===== src/rtl/game_link_pkg.sv =====
// Shared encodings for the game_link byte protocol: FSM states, frame fields and header helpers.
// Combinational helpers only; no latency, no flow control.
package game_link_pkg;

  typedef enum logic [1:0] {
    ST_IDLE  = 2'b00,
    ST_WAIT  = 2'b01,
    ST_GAME  = 2'b10,
    ST_SCORE = 2'b11
  } gstate_e;

  localparam logic [3:0] SYNC_NIBBLE = 4'hA;
  localparam logic [1:0] FT_STATE    = 2'b00;
  localparam logic [1:0] FT_SCORE    = 2'b01;

  typedef enum logic {
    RX_HDR,
    RX_DATA
  } rx_state_e;

  typedef enum logic [2:0] {
    TX_IDLE,
    TX_HDR,
    TX_WAIT_HDR,
    TX_DATA,
    TX_WAIT_DATA
  } tx_state_e;

  function automatic logic [7:0] make_hdr(input logic [1:0] ftype, input logic [1:0] st);
    return {SYNC_NIBBLE, ftype, st};
  endfunction

  function automatic logic hdr_valid(input logic [7:0] b);
    return (b[7:4] == SYNC_NIBBLE) && ((b[3:2] == FT_STATE) || (b[3:2] == FT_SCORE));
  endfunction

endpackage


===== src/rtl/game_link_rx.sv =====
// RX frame parser: HDR then DATA; commit_o pulses combinationally with the DATA byte's rx_done.
// No backpressure: every rx_done byte is consumed; bad headers and timed-out frames bump a saturating counter.
module game_link_rx
  import game_link_pkg::*;
#(
  parameter int unsigned RX_TIMEOUT_CYCLES = 100_000
) (
  input  logic       clk,
  input  logic       rst,
  input  logic [7:0] rx_data_i,
  input  logic       rx_done_i,
  output logic       commit_o,
  output logic       commit_score_o,
  output logic [1:0] commit_state_o,
  output logic [7:0] commit_data_o,
  output logic [7:0] rx_err_cnt_o
);

  localparam int unsigned TO_W = (RX_TIMEOUT_CYCLES > 1) ? $clog2(RX_TIMEOUT_CYCLES) : 1;
  localparam logic [TO_W-1:0] TO_LAST = TO_W'(RX_TIMEOUT_CYCLES - 1);

  rx_state_e       state_q, state_d;
  logic [3:0]      hdr_q, hdr_d;
  logic [TO_W-1:0] to_q, to_d;
  logic [7:0]      err_q, err_d;
  logic            err_inc;
  logic            commit;

  always_ff @(posedge clk or posedge rst) begin
    if (rst) begin
      state_q <= RX_HDR;
      hdr_q   <= 4'h0;
      to_q    <= '0;
      err_q   <= 8'h00;
    end else begin
      state_q <= state_d;
      hdr_q   <= hdr_d;
      to_q    <= to_d;
      err_q   <= err_d;
    end
  end

  always_comb begin
    state_d = state_q;
    hdr_d   = hdr_q;
    to_d    = to_q;
    err_inc = 1'b0;
    commit  = 1'b0;
    if (state_q == RX_HDR) begin
      to_d = '0;
      if (rx_done_i) begin
        if (hdr_valid(rx_data_i)) begin
          hdr_d   = rx_data_i[3:0];
          state_d = RX_DATA;
        end else begin
          err_inc = 1'b1;
        end
      end
    end else begin
      // A byte arriving on the expiry cycle still completes the frame.
      if (rx_done_i) begin
        commit  = 1'b1;
        state_d = RX_HDR;
      end else if (to_q == TO_LAST) begin
        err_inc = 1'b1;
        state_d = RX_HDR;
      end else begin
        to_d = to_q + TO_W'(1);
      end
    end
    err_d = (err_inc && (err_q != 8'hFF)) ? err_q + 8'd1 : err_q;
  end

  assign commit_o       = commit;
  assign commit_score_o = (hdr_q[3:2] == FT_SCORE);
  assign commit_state_o = hdr_q[1:0];
  assign commit_data_o  = rx_data_i;
  assign rx_err_cnt_o   = err_q;

endmodule


===== src/rtl/game_link.sv =====
// Link engine: frames local state/score out over the UART, parses rival frames, heartbeat and link watchdog.
// HDR tx_wr 2 cycles after a state edge; each tx_wr waits for the previous tx_done; rival fields 1 cycle after DATA.
module game_link
  import game_link_pkg::*;
#(
  parameter int unsigned HEARTBEAT_CYCLES  = 1_000_000,
  parameter int unsigned RX_TIMEOUT_CYCLES = 100_000,
  parameter int unsigned LINK_LOSS_BEATS   = 4
) (
  input  logic       clk,
  input  logic       rst,
  input  logic [1:0] state_out,
  input  logic [7:0] my_score,
  input  logic [7:0] rx_data,
  input  logic       rx_done,
  input  logic       tx_done,
  output logic       tx_wr,
  output logic [7:0] tx_data,
  output logic [7:0] rival_score,
  output logic [1:0] rival_state,
  output logic       start_sig,
  output logic       link_up,
  output logic [7:0] rx_err_cnt
);

  localparam int unsigned HB_W = (HEARTBEAT_CYCLES > 1) ? $clog2(HEARTBEAT_CYCLES) : 1;
  localparam logic [HB_W-1:0] HB_LAST = HB_W'(HEARTBEAT_CYCLES - 1);
  // The launch cycle itself is the first cycle of the next period, so launches land exactly HEARTBEAT_CYCLES apart.
  localparam logic [HB_W-1:0] HB_LOAD = (HEARTBEAT_CYCLES > 1) ? HB_W'(1) : HB_W'(0);
  localparam int unsigned LL_LIMIT = LINK_LOSS_BEATS * HEARTBEAT_CYCLES;
  localparam int unsigned LL_W = $clog2(LL_LIMIT + 1);
  localparam logic [LL_W-1:0] LL_MAX  = LL_W'(LL_LIMIT);
  localparam logic [LL_W-1:0] LL_LAST = LL_W'(LL_LIMIT - 1);

  logic       commit;
  logic       commit_score;
  logic [1:0] commit_state;
  logic [7:0] commit_data;

  game_link_rx #(
    .RX_TIMEOUT_CYCLES(RX_TIMEOUT_CYCLES)
  ) u_rx (
    .clk            (clk),
    .rst            (rst),
    .rx_data_i      (rx_data),
    .rx_done_i      (rx_done),
    .commit_o       (commit),
    .commit_score_o (commit_score),
    .commit_state_o (commit_state),
    .commit_data_o  (commit_data),
    .rx_err_cnt_o   (rx_err_cnt)
  );

  tx_state_e       tx_q, tx_d;
  logic            tx_wr_q, tx_wr_d;
  logic [7:0]      tx_data_q, tx_data_d;
  logic [7:0]      data_byte_q, data_byte_d;
  logic            launch_state, launch_score;

  logic [1:0]      prev_q;
  logic            score_arm_q, score_arm_d;
  logic            state_pend_q, state_pend_d;
  logic            score_pend_q, score_pend_d;
  logic [HB_W-1:0] hb_q, hb_d;
  logic            hb_expire;

  logic [LL_W-1:0] ll_q, ll_d;
  logic            link_loss;
  logic            link_up_q, link_up_d;
  logic [1:0]      rival_state_q, rival_state_d;
  logic [7:0]      rival_score_q, rival_score_d;
  logic            start_q, start_d;

  always_ff @(posedge clk or posedge rst) begin
    if (rst) begin
      tx_q          <= TX_IDLE;
      tx_wr_q       <= 1'b0;
      tx_data_q     <= 8'h00;
      data_byte_q   <= 8'h00;
      prev_q        <= ST_IDLE;
      score_arm_q   <= 1'b0;
      state_pend_q  <= 1'b0;
      score_pend_q  <= 1'b0;
      hb_q          <= '0;
      ll_q          <= '0;
      link_up_q     <= 1'b0;
      rival_state_q <= ST_IDLE;
      rival_score_q <= 8'h00;
      start_q       <= 1'b0;
    end else begin
      tx_q          <= tx_d;
      tx_wr_q       <= tx_wr_d;
      tx_data_q     <= tx_data_d;
      data_byte_q   <= data_byte_d;
      prev_q        <= state_out;
      score_arm_q   <= score_arm_d;
      state_pend_q  <= state_pend_d;
      score_pend_q  <= score_pend_d;
      hb_q          <= hb_d;
      ll_q          <= ll_d;
      link_up_q     <= link_up_d;
      rival_state_q <= rival_state_d;
      rival_score_q <= rival_score_d;
      start_q       <= start_d;
    end
  end

  // TX FSM: the frame contents are snapshotted at the TX_IDLE decision, never later.
  always_comb begin
    tx_d         = tx_q;
    tx_wr_d      = 1'b0;
    tx_data_d    = tx_data_q;
    data_byte_d  = data_byte_q;
    launch_state = 1'b0;
    launch_score = 1'b0;
    case (tx_q)
      TX_IDLE: begin
        if (score_pend_q) begin
          launch_score = 1'b1;
          tx_data_d    = make_hdr(FT_SCORE, state_out);
          data_byte_d  = my_score;
          tx_wr_d      = 1'b1;
          tx_d         = TX_HDR;
        end else if (state_pend_q) begin
          launch_state = 1'b1;
          tx_data_d    = make_hdr(FT_STATE, state_out);
          data_byte_d  = 8'h00;
          tx_wr_d      = 1'b1;
          tx_d         = TX_HDR;
        end
      end
      TX_HDR: tx_d = TX_WAIT_HDR;
      TX_WAIT_HDR: begin
        if (tx_done) begin
          tx_data_d = data_byte_q;
          tx_wr_d   = 1'b1;
          tx_d      = TX_DATA;
        end
      end
      TX_DATA: tx_d = TX_WAIT_DATA;
      TX_WAIT_DATA: begin
        if (tx_done) begin
          tx_d = TX_IDLE;
        end
      end
      default: tx_d = TX_IDLE;
    endcase
  end

  always_comb begin
    hb_expire    = (hb_q == HB_LAST);
    score_arm_d  = (state_out == ST_SCORE) && (prev_q != ST_SCORE);
    // Launch clears win over same-cycle requests: the snapshot already holds the newest state.
    state_pend_d = launch_state ? 1'b0
                 : (state_pend_q | (state_out != prev_q) | hb_expire);
    score_pend_d = launch_score ? 1'b0
                 : (score_pend_q | (score_arm_q && (state_out == ST_SCORE)));
    if (launch_state) begin
      hb_d = HB_LOAD;
    end else if (hb_expire) begin
      hb_d = hb_q;
    end else begin
      hb_d = hb_q + HB_W'(1);
    end

    link_loss     = !commit && (ll_q == LL_LAST);
    ll_d          = commit ? '0 : ((ll_q == LL_MAX) ? ll_q : ll_q + LL_W'(1));
    link_up_d     = link_up_q;
    rival_state_d = rival_state_q;
    rival_score_d = rival_score_q;
    if (commit) begin
      link_up_d     = 1'b1;
      rival_state_d = commit_state;
      if (commit_score) begin
        rival_score_d = commit_data;
      end
    end else if (link_loss) begin
      link_up_d     = 1'b0;
      rival_state_d = ST_IDLE;
    end

    start_d = (state_out == ST_WAIT) &&
              ((rival_state_q == ST_WAIT) || (rival_state_q == ST_GAME));
  end

  assign tx_wr       = tx_wr_q;
  assign tx_data     = tx_data_q;
  assign rival_score = rival_score_q;
  assign rival_state = rival_state_q;
  assign start_sig   = start_q;
  assign link_up     = link_up_q;

endmodule


===== config.mk =====
export PLATFORM = sky130hd
export DESIGN_NAME = game_link
export DESIGN_NICKNAME = d
export VERILOG_FILES = /design/src/rtl/game_link_pkg.sv /design/src/rtl/game_link_rx.sv /design/src/rtl/game_link.sv
export SDC_FILE = /design/constraint.sdc
export NUM_CORES = 1
export LEC_CHECK = 0
export CORE_ASPECT_RATIO = 0.9
export CORE_MARGIN = 3
export CORE_UTILIZATION = 45
export DETAILED_ROUTE_END_ITERATION = 8
export PLACE_DENSITY = 0.69
export SYNTH_ARGS = -nofsm -noshare
export SYNTH_HDL_FRONTEND = slang
export SYNTH_SLANG_ARGS = --single-unit

===== constraint.sdc =====
create_clock -name clk -period 4.1 [get_ports clk]
set_input_delay 0.82 -clock clk [delete_from_list [all_inputs] [get_ports clk]]
set_output_delay 0.82 -clock clk [all_outputs]
set_load 0.01 [all_outputs]

==> results of run 1 <==
==> metrics by stage <==
stage / setup slack (ns) / instances
after detailed placement: 1.350 / 663
after global placement: 1.447 / 663
after CTS: 1.733 / 679
after floorplan: 0.4061 / 470
after global routing: 1.604 / 679
final: 1.735 / 679
==> critical path, stage by stage <==
cell and delay [ns]:
clkdlybuf4s50_1 0.57, and2_1 0.15, buf_4 0.29, nand3b_1 0.37, mux2_2 0.39
==> registers in the layout, indices dropped and copies added, names as in the netlist <==
register and cells:
data_byte_q 8, hb_q 20, link_up 1, ll_q 22, prev_q 2, rival_score 8, rival_state 2, score_arm_q 1
score_pend_q 1, start_sig 1, state_pend_q 1, tx_data 8, tx_q 3, tx_wr 1, u_rx.hdr_q 4, u_rx.rx_err_cnt_o 8
u_rx.state_q 1, u_rx.to_q 17
==> area by class of cell <==
class | count | area share [%]
clock inverter | 6 | 1.538
tap | 152 | 3.118
inverter | 11 | 0.7179
clock buffer | 10 | 3.918
sequential | 109 | 44.72
multi-input combinational | 339 | 37.33
timing repair buffer | 52 | 8.656
==> cell families (layout without fill, tap and decap cells) <==
family	Yosys count	after routing	synth area share, %
XOR/XNOR	54	54	9.292
AND/OR/NAND/NOR	209	209	23.30
multiplexers	20	20	4.253
buffers and inverters	22	79	1.672
AO/OA/AOI/OAI	51	51	6.662
flip-flops	109	109	53.59
adder cells (fa/ha/maj)	5	5	1.229
==> worst max-delay path by stage <==
stage                       start             end  slack (ns)  cells after the start
after floorplan               rst  data_byte_q[0]        0.41                      1
after global placement    rx_done  rival_score[5]        1.45                      5
after detailed placement  rx_done  rival_score[5]        1.35                      5
after CTS                 rx_done  rival_score[0]        1.73                      5
after global routing      rx_done  rival_score[0]        1.60                      5
final                     rx_done  rival_score[0]        1.74                      5
==> cell usage in the layout, fill, tap and decap left out, types with 4 or more instances in the layout <==
master and instances:
ha_1 5, nand2_1 33, inv_1 9, nor3_1 10
xnor2_1 29, o21ai_0 11, nand3b_1 4, a21oi_1 17
nand4_1 14, clkdlybuf4s50_1 50, nand2b_1 6, xor2_1 25
or3_1 9, mux2i_1 7, and2_1 19, nand3_1 20
nor2_1 45, nor2b_1 5, nor3b_1 4, dfrtp_1 109
a22o_1 11, mux2_2 12, nor4_1 5, and4_1 6
clkbuf_16 9
==> routing by layer <==
metal / part of all wire [%] / vias up
met1: 47 / 1741
met2: 45 / 83
li1: - / 1750
met3: 6.0 / 11
met4: 1.4 / 0
met5: 0 / -
==> power breakdown <==
group | internal, µW | switching, µW
Clock | 557 | 409
Sequential | 1290 | 216
Combinational | 411 | 395
==> run summary, run 1 <==
outcome = completed
fmax = 0.4229 GHz
Die Width = 118.1 µm
Register-to-Register Setup Slack = 2.05 ns
Synth Register Bits = 109
Max-slew headroom = 46.88%
Register Area = 2728 µm²
cell with the most instances after synthesis = dfrtp_1
WHS Endpoint = score_arm_q
via count = 3,585
met1 Use GR = 24.32%
Max Slew Vio Count = 0
power per cell area = 537.7 nW/µm²
vias in the first global route = 3,596
post-synthesis cell type count = 55
Yosys top cell area share = 53.59%
first-pass GRT wire length = 17.93 mm
worst vdd ir = 0.3299 mV
worst path required time = 4.33 ns
min-delay src = prev_q[1]
Core Footprint = 10,950 µm²
RD Place Congestion = 0.8642
H-Tree Depth = 3
kind of critical path = in -> reg
Arr. time, crit path = 2.60 ns
Placement Cell Area = 5767 µm²
synthesized cell area = 5090 µm²
met2 global-route usage = 26.93%
Via density = 5.280
setup_tns = 0 ns
I/O Buffers = 50
final instance area = 6100 µm²
synth-to-layout area growth = 19.84%
Multi-input gate area = 2277 µm²
worst hold path cell count = 1
Fillers = 967
Final #Nets = 549
drt pass-1 iters = 4
GRT Util Overall = 17.64%
post-CTS sizing = 0
RR Startpoint = u_rx.state_q
1st-iter DRT viols = 169
Tcrit/Tclk final = 57.67%
Max Cap Viol = 0
Starting Density = 46.50%
crit end category = flip-flop
commonest cells in the netlist = dfrtp_1, nor2_1, nand2_1
Synth area leaders = dfrtp_1, xnor2_1, xor2_1
RSZ-0062 raised after global routing = false
clock tree sinks = 109
ys async rst share = 100.0%
critical path peak fanout = 28
Antenna diodes = 0
register area share after synthesis = 53.59%
Total Wirelength = 10.37 mm
Mapped Cells = 470
GRT overflow = 0
met3 Resource Use GR = 5.011%
CTS max path bufs = 2
DRC = 0
post-route core utilization = 55.73%
WL per Instance = 15.27 µm
worst-margin pin slew = 0.7968 ns
worst min-delay path class = reg -> reg
Reg clk slew, reported paths = 0.07 ns
crit start category = input port
mean post-synth cell area = 10.83 µm²
share of cells above drive strength 1 = 9.108%
final hold violations = 0
# IOs = 51
Die Area = 12,620 µm²
leakage power = 0.002619 µW
CTS tree = built
Min Hold Slack = 0.4662 ns
row count = 36
antenna viol nets, final = 0
die height = 106.9 µm
cts bufs inserted = 9
post-CTS setup buffers = 0
area leader, netlist = dfrtp_1
Mapped Nets = 497
R2R Path End = rival_score[0]
# hold bufs at CTS = 0
DP HPWL = 7.119 mm
Skew-Pair Late Insertion Delay = 0.35 ns
GRT Max-Usage Layer = met2
Clock Skews = 0.009253 ns
# setup viols final = 0
CTS root buffer = clkbuf_16
prevailing post-synth register cell = dfrtp_1
PnR Total Power = 3280 µW
min Tclk post-route = 2.365 ns
maximum number of pins on one net before global-route repair = 61
Ys Warns = 0
Post-synth EDFFs = 0
R2R cell count = 4
initial antenna violation count = 0
Note: power is estimated with default switching activity, not from simulation.
==> run 2, diff against run 1 <==
==> constraint.sdc (replaced) <==
create_clock -name clk -period 2.35 [get_ports clk]
set_input_delay 0.47 -clock clk [delete_from_list [all_inputs] [get_ports clk]]
set_output_delay 0.47 -clock clk [all_outputs]
set_load 0.01 [all_outputs]
==> run summary, run 2 (synthesis gave the netlist of run 1 again) <==
outcome = completed
cts bufs inserted = 9
post-CTS sizing = 0
H-Tree Depth = 3
CP cell instances = ha_1 > and4_1 > nand4_1 > o22a_1 > nor3_1 > mux2_1
worst-margin pin slew = 0.5357 ns
setup_tns = 0 ns
dpl ws = 0.1598 ns
Placement Cell Area = 5813 µm²
GRT overflow = 0
crit end category = flip-flop
# IOs = 51
Via density = 5.315
leakage power = 0.002623 µW
Max Slew Vio Count = 0
CTS max path bufs = 2
dpl cells = 669
DP HPWL = 6.937 mm
worst min-delay path class = in -> async
RSZ-0062 raised after global routing = false
maximum number of pins on one net before global-route repair = 65
Starting Density = 46.50%
CTS root buffer = clkbuf_16
1st-iter DRT viols = 238
clock tree sinks = 109
CTS tree = built
via count = 3,641
row count = 36
commonest non-fill, non-tap cells in the layout = dfrtp_1, clkdlybuf4s50_1, nor2_1, nand2_1, xnor2_1
Core Footprint = 10,950 µm²
WL per Instance = 14.20 µm
synth-to-layout area growth = 19.94%
Worst Setup SP = u_rx.to_q[0]
crit path buf inv count = 0
# setup viols final = 0
PnR Total Power = 5525 µW
vias in the first global route = 3,620
Max Cap Viol = 0
final instance area = 6105 µm²
Antenna diodes = 0
crit start category = flip-flop
critical path peak fanout = 6
RR Startpoint = u_rx.to_q[0]
Crit-path slowest cell = dfrtp_1
die height = 106.9 µm
GRT Util Overall = 16.41%
DRC = 0
largest register by flop count = ll_q
largest registers = ll_q (22), hb_q (20), u_rx.to_q (17)
fmax = 0.4853 GHz
post-CTS setup buffers = 0
RD Place Congestion = 0.8559
cell family with most CP delay = simple AND/OR/NAND/NOR gates
Die Width = 118.1 µm
min Tclk post-route = 2.061 ns
Arr. time, crit path = 2.28 ns
Total Wirelength = 9.730 mm
Skew-Pair Late Insertion Delay = 0.34 ns
final hold violations = 0
final worst slack = 0.2893 ns
Max-slew headroom = 64.29%
Tcrit/Tclk final = 87.69%
power per cell area = 905.0 nW/µm²
Final #Nets = 555
slowest stage delay, CP = 0.42 ns
first-pass GRT wire length = 17.02 mm
share of cells above drive strength 1 = 9.756%
I/O Buffers = 50
commonest non-fill, non-tap cell in the layout = dfrtp_1
antenna viol nets, final = 0
worst vdd ir = 0.5404 mV
Clock Skews = 0.007337 ns
Fillers = 968
kind of critical path = reg -> reg
drt pass-1 iters = 4
initial antenna violation count = 0
number of flip-flops under the largest register name = 22
Die Area = 12,620 µm²
Reg clk slew, reported paths = 0.07 ns
fin cells = 685
# hold bufs at CTS = 0
worst path required time = 2.57 ns
==> run 2: changes by cell type in the layout (fill, tap and decap cells not counted) <==
cell	previous run	this run
buf_4	1	7
bufinv_16	2	1
clkbuf_1	0	2
clkbuf_8	1	0
clkinv_2	0	1
clkinv_4	2	0
clkinvlp_4	1	3
inv_4	1	0
==> run 2: layer usage <==
layer	vias up	global-route usage (%)	part of all wire, %
li1	1759	-	-
met5	-	0	0
met1	1811	22.49	49
met3	6	5.327	4.7
met4	0	3.682	0.80
met2	65	25.62	45
==> run 2: cell type report <==
type / count / area, µm² / share of cell area (%)
Clock buffer: 11 / 232.7 / 3.812
Clock inverter: 5 / 58.81 / 0.9633
Inverter: 11 / 45.04 / 0.7379
Multi-Input combinational cell: 339 / 2277 / 37.30
Sequential cell: 109 / 2728 / 44.68
Tap cell: 152 / 190.2 / 3.115
Timing Repair Buffer: 58 / 573.1 / 9.387
==> run 2: worst paths after layout <==
kind | endpoint | slack, ns | cells after the start
worst max-delay path | u_rx.rx_err_cnt_o[6] | 0.29 | 6
worst min-delay path | hb_q[2] | 0.42 | 2
worst max register to register | u_rx.rx_err_cnt_o[6] | 0.29 | 6
worst min register to register | score_arm_q | 0.46 | 1
max in group asynchronous | u_rx.rx_err_cnt_o[2] | 1.32 | 3
min in group clk | score_arm_q | 0.46 | 1
==> run 2: report_power, final <==
group / total [µW] / internal (µW) / switching [µW]
Clock: 1490 / 830 / 662
Sequential: 2620 / 2250 / 366
Combinational: 1410 / 733 / 681
Total: 5520 / 3820 / 1710
==> run 2: through the flow <==
stage	util (%)	hold WS, ns
after global routing	55.77	0.4401
after CTS	55.77	0.4199
after detailed placement	53.11	0.4537
after floorplan	-	0.4332
final	55.77	0.4248
after global placement	53.11	0.4411
